**src/rtl/mem_arb_pkg.sv**
```systemverilog
// Shared types for the two-port memory arbiter: FSM encoding, port IDs,
// pending-slot payload layout and the grant selection helper.
package mem_arb_pkg;

  typedef enum logic {
    IDLE = 1'b0,
    WAIT = 1'b1
  } state_t;

  localparam logic PORT_FETCH = 1'b0;
  localparam logic PORT_MEM   = 1'b1;

  localparam int PAYLOAD_W = 69;

  typedef struct packed {
    logic        mode;
    logic [31:0] addr;
    logic [31:0] wdata;
    logic [3:0]  wstrb;
  } payload_t;

  // On a tie, round-robin picks the port that was not granted last.
  function automatic logic pick_port(input logic fetch_valid, input logic mem_valid,
                                     input logic fair, input logic last_grant);
    if (fetch_valid && mem_valid)
      return fair ? ~last_grant : PORT_MEM;
    else if (mem_valid)
      return PORT_MEM;
    else
      return PORT_FETCH;
  endfunction

endpackage

```
**src/rtl/mem_arb_slot.sv**
```systemverilog
// One pending-request slot: valid flag plus latched payload. A set while
// already valid is dropped, except in the clearing cycle where set wins.
module mem_arb_slot
  import mem_arb_pkg::*;
(
  input  logic                 clk,
  input  logic                 rst,
  input  logic                 set,
  input  logic                 clr,
  input  logic [PAYLOAD_W-1:0] payload_in,
  output logic                 valid,
  output logic [PAYLOAD_W-1:0] payload
);

  always_ff @(posedge clk or posedge rst) begin
    if (rst) begin
      valid   <= 1'b0;
      payload <= '0;
    end else if (set && (!valid || clr)) begin
      valid   <= 1'b1;
      payload <= payload_in;
    end else if (clr) begin
      valid   <= 1'b0;
    end
  end

endmodule

```
**src/rtl/mem_arbiter.sv**
```systemverilog
// Two-port (fetch, mem) arbiter onto a single downstream memory interface,
// with at most one downstream transaction outstanding.
module mem_arbiter
  import mem_arb_pkg::*;
#(
  parameter int FAIR = 1
) (
  input  logic        clk,
  input  logic        rst,

  input  logic        fetch_request_enable,
  input  logic        freq_mode,
  input  logic [31:0] freq_addr,
  input  logic [31:0] freq_wdata,
  input  logic [3:0]  freq_wstrb,
  output logic        fetch_response_enable,
  output logic [31:0] fresp_data,

  input  logic        mem_request_enable,
  input  logic        mreq_mode,
  input  logic [31:0] mreq_addr,
  input  logic [31:0] mreq_wdata,
  input  logic [3:0]  mreq_wstrb,
  output logic        mem_response_enable,
  output logic [31:0] mresp_data,

  output logic        request_enable,
  output logic        req_mode,
  output logic [31:0] req_addr,
  output logic [31:0] req_wdata,
  output logic [3:0]  req_wstrb,
  input  logic        response_enable,
  input  logic [31:0] resp_data,

  output logic        busy
);

  state_t   state_reg;
  logic     last_grant_reg;
  logic     next_port;
  logic     rsp_accept;
  logic [1:0] slot_set;
  logic [1:0] slot_clr;
  logic [1:0] slot_valid;
  payload_t slot_in [2];
  payload_t slot_q  [2];

  assign slot_set = {mem_request_enable, fetch_request_enable};
  assign slot_in[PORT_FETCH] = '{mode: freq_mode, addr: freq_addr, wdata: freq_wdata, wstrb: freq_wstrb};
  assign slot_in[PORT_MEM]   = '{mode: mreq_mode, addr: mreq_addr, wdata: mreq_wdata, wstrb: mreq_wstrb};

  // Responses only count while a transaction is outstanding.
  assign rsp_accept = (state_reg == WAIT) && response_enable;

  generate
    for (genvar gi = 0; gi < 2; gi++) begin : g_slot
      assign slot_clr[gi] = rsp_accept && (last_grant_reg == 1'(gi));

      mem_arb_slot u_slot (
        .clk        (clk),
        .rst        (rst),
        .set        (slot_set[gi]),
        .clr        (slot_clr[gi]),
        .payload_in (slot_in[gi]),
        .valid      (slot_valid[gi]),
        .payload    (slot_q[gi])
      );
    end
  endgenerate

  assign next_port = pick_port(slot_valid[PORT_FETCH], slot_valid[PORT_MEM],
                               FAIR != 0, last_grant_reg);

  always_ff @(posedge clk or posedge rst) begin
    if (rst) begin
      state_reg             <= IDLE;
      last_grant_reg        <= PORT_FETCH;
      request_enable        <= 1'b0;
      busy                  <= 1'b0;
      fetch_response_enable <= 1'b0;
      mem_response_enable   <= 1'b0;
      req_mode              <= 1'b0;
      req_addr              <= 32'h0;
      req_wdata             <= 32'h0;
      req_wstrb             <= 4'h0;
      fresp_data            <= 32'h0;
      mresp_data            <= 32'h0;
    end else begin
      request_enable        <= 1'b0;
      fetch_response_enable <= 1'b0;
      mem_response_enable   <= 1'b0;
      case (state_reg)
        IDLE: begin
          if (|slot_valid) begin
            state_reg      <= WAIT;
            last_grant_reg <= next_port;
            request_enable <= 1'b1;
            busy           <= 1'b1;
            req_mode       <= slot_q[next_port].mode;
            req_addr       <= slot_q[next_port].addr;
            req_wdata      <= slot_q[next_port].wdata;
            req_wstrb      <= slot_q[next_port].wstrb;
          end
        end
        WAIT: begin
          // req_* are left untouched here so they stay stable until the response.
          if (response_enable) begin
            state_reg <= IDLE;
            busy      <= 1'b0;
            if (last_grant_reg == PORT_MEM) begin
              mem_response_enable <= 1'b1;
              mresp_data          <= resp_data;
            end else begin
              fetch_response_enable <= 1'b1;
              fresp_data            <= resp_data;
            end
          end
        end
        default: state_reg <= IDLE;
      endcase
    end
  end

endmodule

```
**config.mk**
```make
export PLATFORM = sky130hd
export DESIGN_NAME = mem_arbiter
export DESIGN_NICKNAME = d
export VERILOG_FILES = /design/src/rtl/mem_arb_pkg.sv /design/src/rtl/mem_arb_slot.sv /design/src/rtl/mem_arbiter.sv
export SDC_FILE = /design/constraint.sdc
export NUM_CORES = 1
export LEC_CHECK = 0
export ABC_AREA = 1
export CORE_MARGIN = 2
export CORE_UTILIZATION = 37
export DETAILED_ROUTE_END_ITERATION = 8
export PLACE_DENSITY_LB_ADDON = 0.05
export SKIP_LAST_GASP = 1
export SYNTH_ARGS = -nofsm -noshare
export SYNTH_HDL_FRONTEND = slang
export SYNTH_HIERARCHICAL = 1
export SYNTH_SLANG_ARGS = --single-unit
```
**constraint.sdc**
```tcl
create_clock -name clk -period 6 [get_ports clk]
set_input_delay 1.8 -clock clk [delete_from_list [all_inputs] [get_ports clk]]
set_output_delay 1.8 -clock clk [all_outputs]
set_load 0.01 [all_outputs]
```
Yosys cells after proc, flatten, opt, wreduce, memory -nomap -nowiden --
Cells that the tools add are included.
Storage, ports and cells: register bits 279
Operators by class: eq/ne operators 2, bitwise logic cells 3, mux-type cells 22, reduce and logical (&&, ||, !) cells 17, magnitude comparators 1
Operators with widths (count):
- $mux 69 | 3
- $mux 1 | 17
- $logic_and 1x1->1 | 6
- $reduce_and 3->1 | 2
- $ne 2x2->1 const B | 2
- $pmux 1 s2 | 2
- $reduce_and 2->1 | 2
- $reduce_bool 2->1 | 2
- $ge 2x2->1 const B | 1
- $logic_not 1->1 | 2
- $logic_or 1x1->1 | 2
- $not 1->1 | 2
- $not 1->2 | 1
- $reduce_or 2->1 | 1

Longest topological paths before layout --
depth in word-level cells 6, gate-level depth with buffers 11, mapped depth without buffers 9

Hierarchy --
Netlist, hierarchy kept.
By module, submodules not included:
- mem_arbiter | cells each 853, instances 1, area each 6528.8 um2
- mem_arb_slot | cells each 304, instances 2, area each 2788.9 um2

Least setup slack after synthesis --
OpenSTA, ideal clock, no wires.
kind input to register, start in response_enable, end reg g_slot[0].u_slot.valid, data arrival time 2.711 ns, stages 10, setup slack 3.166 ns, required time 5.877 ns, buffers on the path 2, library setup time 0.123 ns, cell sequence nand2_1 -> inv_2 -> nand2_1 -> clkbuf_1 -> inv_1 -> inv_2 -> nand2_4 -> nand2_4 -> buf_2 -> nand2_1
On the way: longest elaborated chain between the ends 5, elaborated cells on any way between the ends 6, those cells by class mux (1); reduce/logical (5)
RTL lines:
- start: declaration | line mem_arbiter.sv:32 | input logic response_enable,
- $logic_and 1x1->1 (*) | line mem_arbiter.sv:53 | assign rsp_accept = (state_reg == WAIT) && response_enable;
- $logic_and 1x1->1 (*) | line mem_arbiter.sv:57 | assign slot_clr[gi] = rsp_accept && (last_grant_reg == 1'(gi));
- named net slot_clr[0] | line mem_arbiter.sv:43 | logic [1:0] slot_clr;
- $logic_or 1x1->1 | line mem_arb_slot.sv:19 | end else if (set && (!valid || clr)) begin
- $logic_and 1x1->1 | line mem_arb_slot.sv:19
- $mux 1 or $reduce_bool 2->1 (tied branches)
- end signal: assignment | line mem_arb_slot.sv:17 | valid <= 1'b0;
- end signal: assignment | line mem_arb_slot.sv:20 | valid <= 1'b1;
- end signal: assignment | line mem_arb_slot.sv:23 | valid <= 1'b0;
- end: declaration | line mem_arb_slot.sv:11 | output logic valid,
Mark *: on every way through the listed nets, which the timed path passes. The rest lies on a longest branch. A chain may end at the register's enable or synchronous reset.

Worst setup path after layout --
start in response_enable, end reg g_slot[1].u_slot.payload[12]
On the way: longest elaborated chain between the ends 4
RTL lines:
- $logic_and 1x1->1 | line mem_arbiter.sv:53
- $logic_and 1x1->1 | line mem_arbiter.sv:57
- named net slot_clr[1] | line mem_arbiter.sv:43
- $logic_or 1x1->1 | line mem_arb_slot.sv:19
- $logic_and 1x1->1 | line mem_arb_slot.sv:19
- end signal: assignment | line mem_arb_slot.sv:21 | payload <= payload_in;
- end: declaration | line mem_arb_slot.sv:12 | output logic [PAYLOAD_W-1:0] payload
The timed path passes the listed nets, and every way through them passes these cells.

==> metrics <==
CTS tree=done; vias in the first global route=10200; Net Switching=3.33 mW; hold-critical path depth=2; Fillers=3127; Post-DP HPWL=22300 um; clock sink count=279; layout cell share with drive strength beyond 1=4.81%; sequential power share=37.3%; 1st-iter DRT viols=566; initial core utilization=37.4%; FF-to-FF End=g_slot[1].u_slot/payload[12]; DP Cell Count=2130; Area after DPL=15300 sq um; f_max=258 MHz; worst r2r src=g_slot[1].u_slot/valid; final cell count without fillers=2191; vias per cell=4.70; Hold Path End=g_slot[0].u_slot/payload[64]; worst slew pin tran=1.02 ns; Sw Share=37.0%; post-cts repair resize count=0; status=finished, final reports clean; multi-input logic area=3900 sq um; cell area after synthesis=12100 sq um; Final Cell Area=16500 sq um; first-pass GRT wire length=57800 um; Rows=66; drc violations=0; flops & latches, synth=279; VDD IR max=0.000242 V; Setup WS pre-CTS=1.54 ns; final setup margin=2.12 ns; antenna-violating nets left=0; setup TNS=0 ns; clock root cell=clkbuf_16; Leak Pwr=8.49 nW; crit path DAT=4.25 ns; max reg flops=138; routed wire length per instance=16.8 um; Total Wirelength=36700 um; hold_buf cts=0; routed via count=10300; Critical Path Most Common Cell=nand2_1; CP Capture Type=flop; synthesized area per cell=8.29 sq um; Sequential Area=6990 sq um; die height=185 um; fin crit share=64.6%; Worst slew margin=31.8%; P per Cell Area=545 nW/um^2; All-Layer GR Usage=21.7%; Cell variety after synth=16; Fin Hold WS=0.468 ns; Post-Synthesis Cells=1461; CTS Buf Count=34; Clk pin slew, worst setup/hold paths=0.06 ns; Largest Register=g_slot.u_slot/payload; grt total ovfl=0; Die Wd=185 um; Post-CTS Setup Inserts=0; Net Count, Synth=1636; clk_lat worst skew=0.51 ns; clock power share=23.9%; initial antenna violation count=3; Register-to-Register Setup Slack=2.90 ns; Worst Hold Class=flop to flop; GP Congestion=0.759; endpoints failing setup=0; crit-path max cell delay=0.72 ns; DIE AREA=34200 sq um; Crit Path Max Fanout=71; Max Slew Vio Count=0; R2R cell count=4; unrepaired setup endpoints after global routing=no; Clock Path Buffers=3; core footprint=32400 sq um; Hold Vio Cnt, Final=0; 1st-pass router iterations=5; CP cell instances=clkdlybuf4s50_1 > nand2_1 > inv_2 > nand2_2 > inv_1 > inv_2 > nand2_4 > nand2_4 > nand2_1 > nand2_1; max_cap viols=0; Area Growth Syn to Fin=36.3%; IO Port Bufs=311; min cycle time layout=3.88 ns; Crit path required time=6.38 ns; yosys warns=6; kind of critical path=primary input to flop; Seq/Total Area, Yosys=57.7%; H-tree level count=2; post-layout net count=1899; largest net degree at the start of global routing=98; Startpoint Class=primary input; Slowest-stage cell, CP=nand2_4; Gate power share=38.7%; Pint=5.66 mW; min-delay src=g_slot[0].u_slot/payload[64]; Clock Skews=0.0115 ns; IO Count=312
==> synth_stat cells (all sizes together) <==
cell	n	area, sq um
o21ai	66	334
buf	80	523
clkbuf	14	52.6
nor2	4	17.5
nand2	559	2130
inv	182	683
a21oi	1	5.00
nand3	276	1380
dfrtp	279	6980
==> logic make-up (layout without fill, tap and decap cells) <==
| group | Yosys count | count (layout) | synth area share [%] |
|---|---|---|---|
| other | 0 | 1 | 0 |
| DFF | 279 | 279 | 57.7 |
| and+or+nand+nor | 839 | 839 | 29.1 |
| AOI/OAI and AO/OA | 67 | 67 | 2.80 |
| buffers and inverters | 276 | 563 | 10.4 |
==> metrics by stage <==
stage / utilization [%] / total power, mW
3_5_place_dp: 47.3 / 6.92
5_1_grt: 51.0 / 9.69
2_1_floorplan: - / 5.34
6_report: 51.0 / 8.99
4_1_cts: 51.0 / 9.11
3_3_place_gp: 47.3 / 6.84
==> how the worst max path moves through the flow <==
| stage | start | endpoint | slack (ns) |
|---|---|---|---|
| 2_1_floorplan | rst | busy | 0.48 |
| 3_3_place_gp | response_enable | g_slot[1].u_slot/payload[67] | 1.62 |
| 3_5_place_dp | response_enable | g_slot[1].u_slot/payload[50] | 1.54 |
| 4_1_cts | response_enable | g_slot[1].u_slot/payload[11] | 2.06 |
| 5_1_grt | response_enable | g_slot[1].u_slot/payload[52] | 1.88 |
| 6_report | response_enable | g_slot[1].u_slot/payload[12] | 2.12 |
==> worst max-delay path: cells and delay by family <==
kind | cells | cell delay, ns
simple gates | 6 | 1.75
buf+inv | 4 | 0.65
==> routing by layer <==
layer  track usage [%]  share of wire (%)
met1              29.3                 44
met3              4.33                6.2
met4              5.21                1.9
met5                 0              0.030
met2              35.8                 47
==> power groups by stage <==
| stage | Combinational (mW) | Clock, mW | Sequential, mW |
|---|---|---|---|
| after global placement | 3.48 | 0 | 3.37 |
| after floorplan | 1.94 | 0 | 3.40 |
| after CTS | 3.55 | 2.20 | 3.36 |
| final | 3.48 | 2.15 | 3.36 |
| after global routing | 3.93 | 2.28 | 3.48 |
| after detailed placement | 3.54 | 0 | 3.37 |
==> final cells by class <==
class | count | area share [%]
clock inverters | 6 | 0.523
clock buffers | 54 | 6.72
diodes | 1 | 0.0152
flip-flops and latches | 279 | 42.3
well taps | 442 | 3.35
multi-input cells | 906 | 23.6
inverters | 182 | 4.18
repair buffers | 321 | 19.3
==> cell usage in the layout, fill, tap and decap left out <==
cell type and count:
buf_4 11, clkbuf_16 37, buf_2 1, nor2_4 1, o21ai_1 16, inv_6 1
nand2_2 2, o21ai_4 1, o21ai_0 49, inv_8 1, dfrtp_4 1, nand2_4 6
clkbuf_1 5, clkbuf_8 12, diode_2 1, nand3_1 276, inv_1 176, nor2_1 3
bufinv_16 2, nand2_1 551, dfrtp_1 278, inv_2 3, clkdlybuf4s50_1 309, a21oi_1 1
clkinv_2 5
Power figures use the tool's default switching activity.
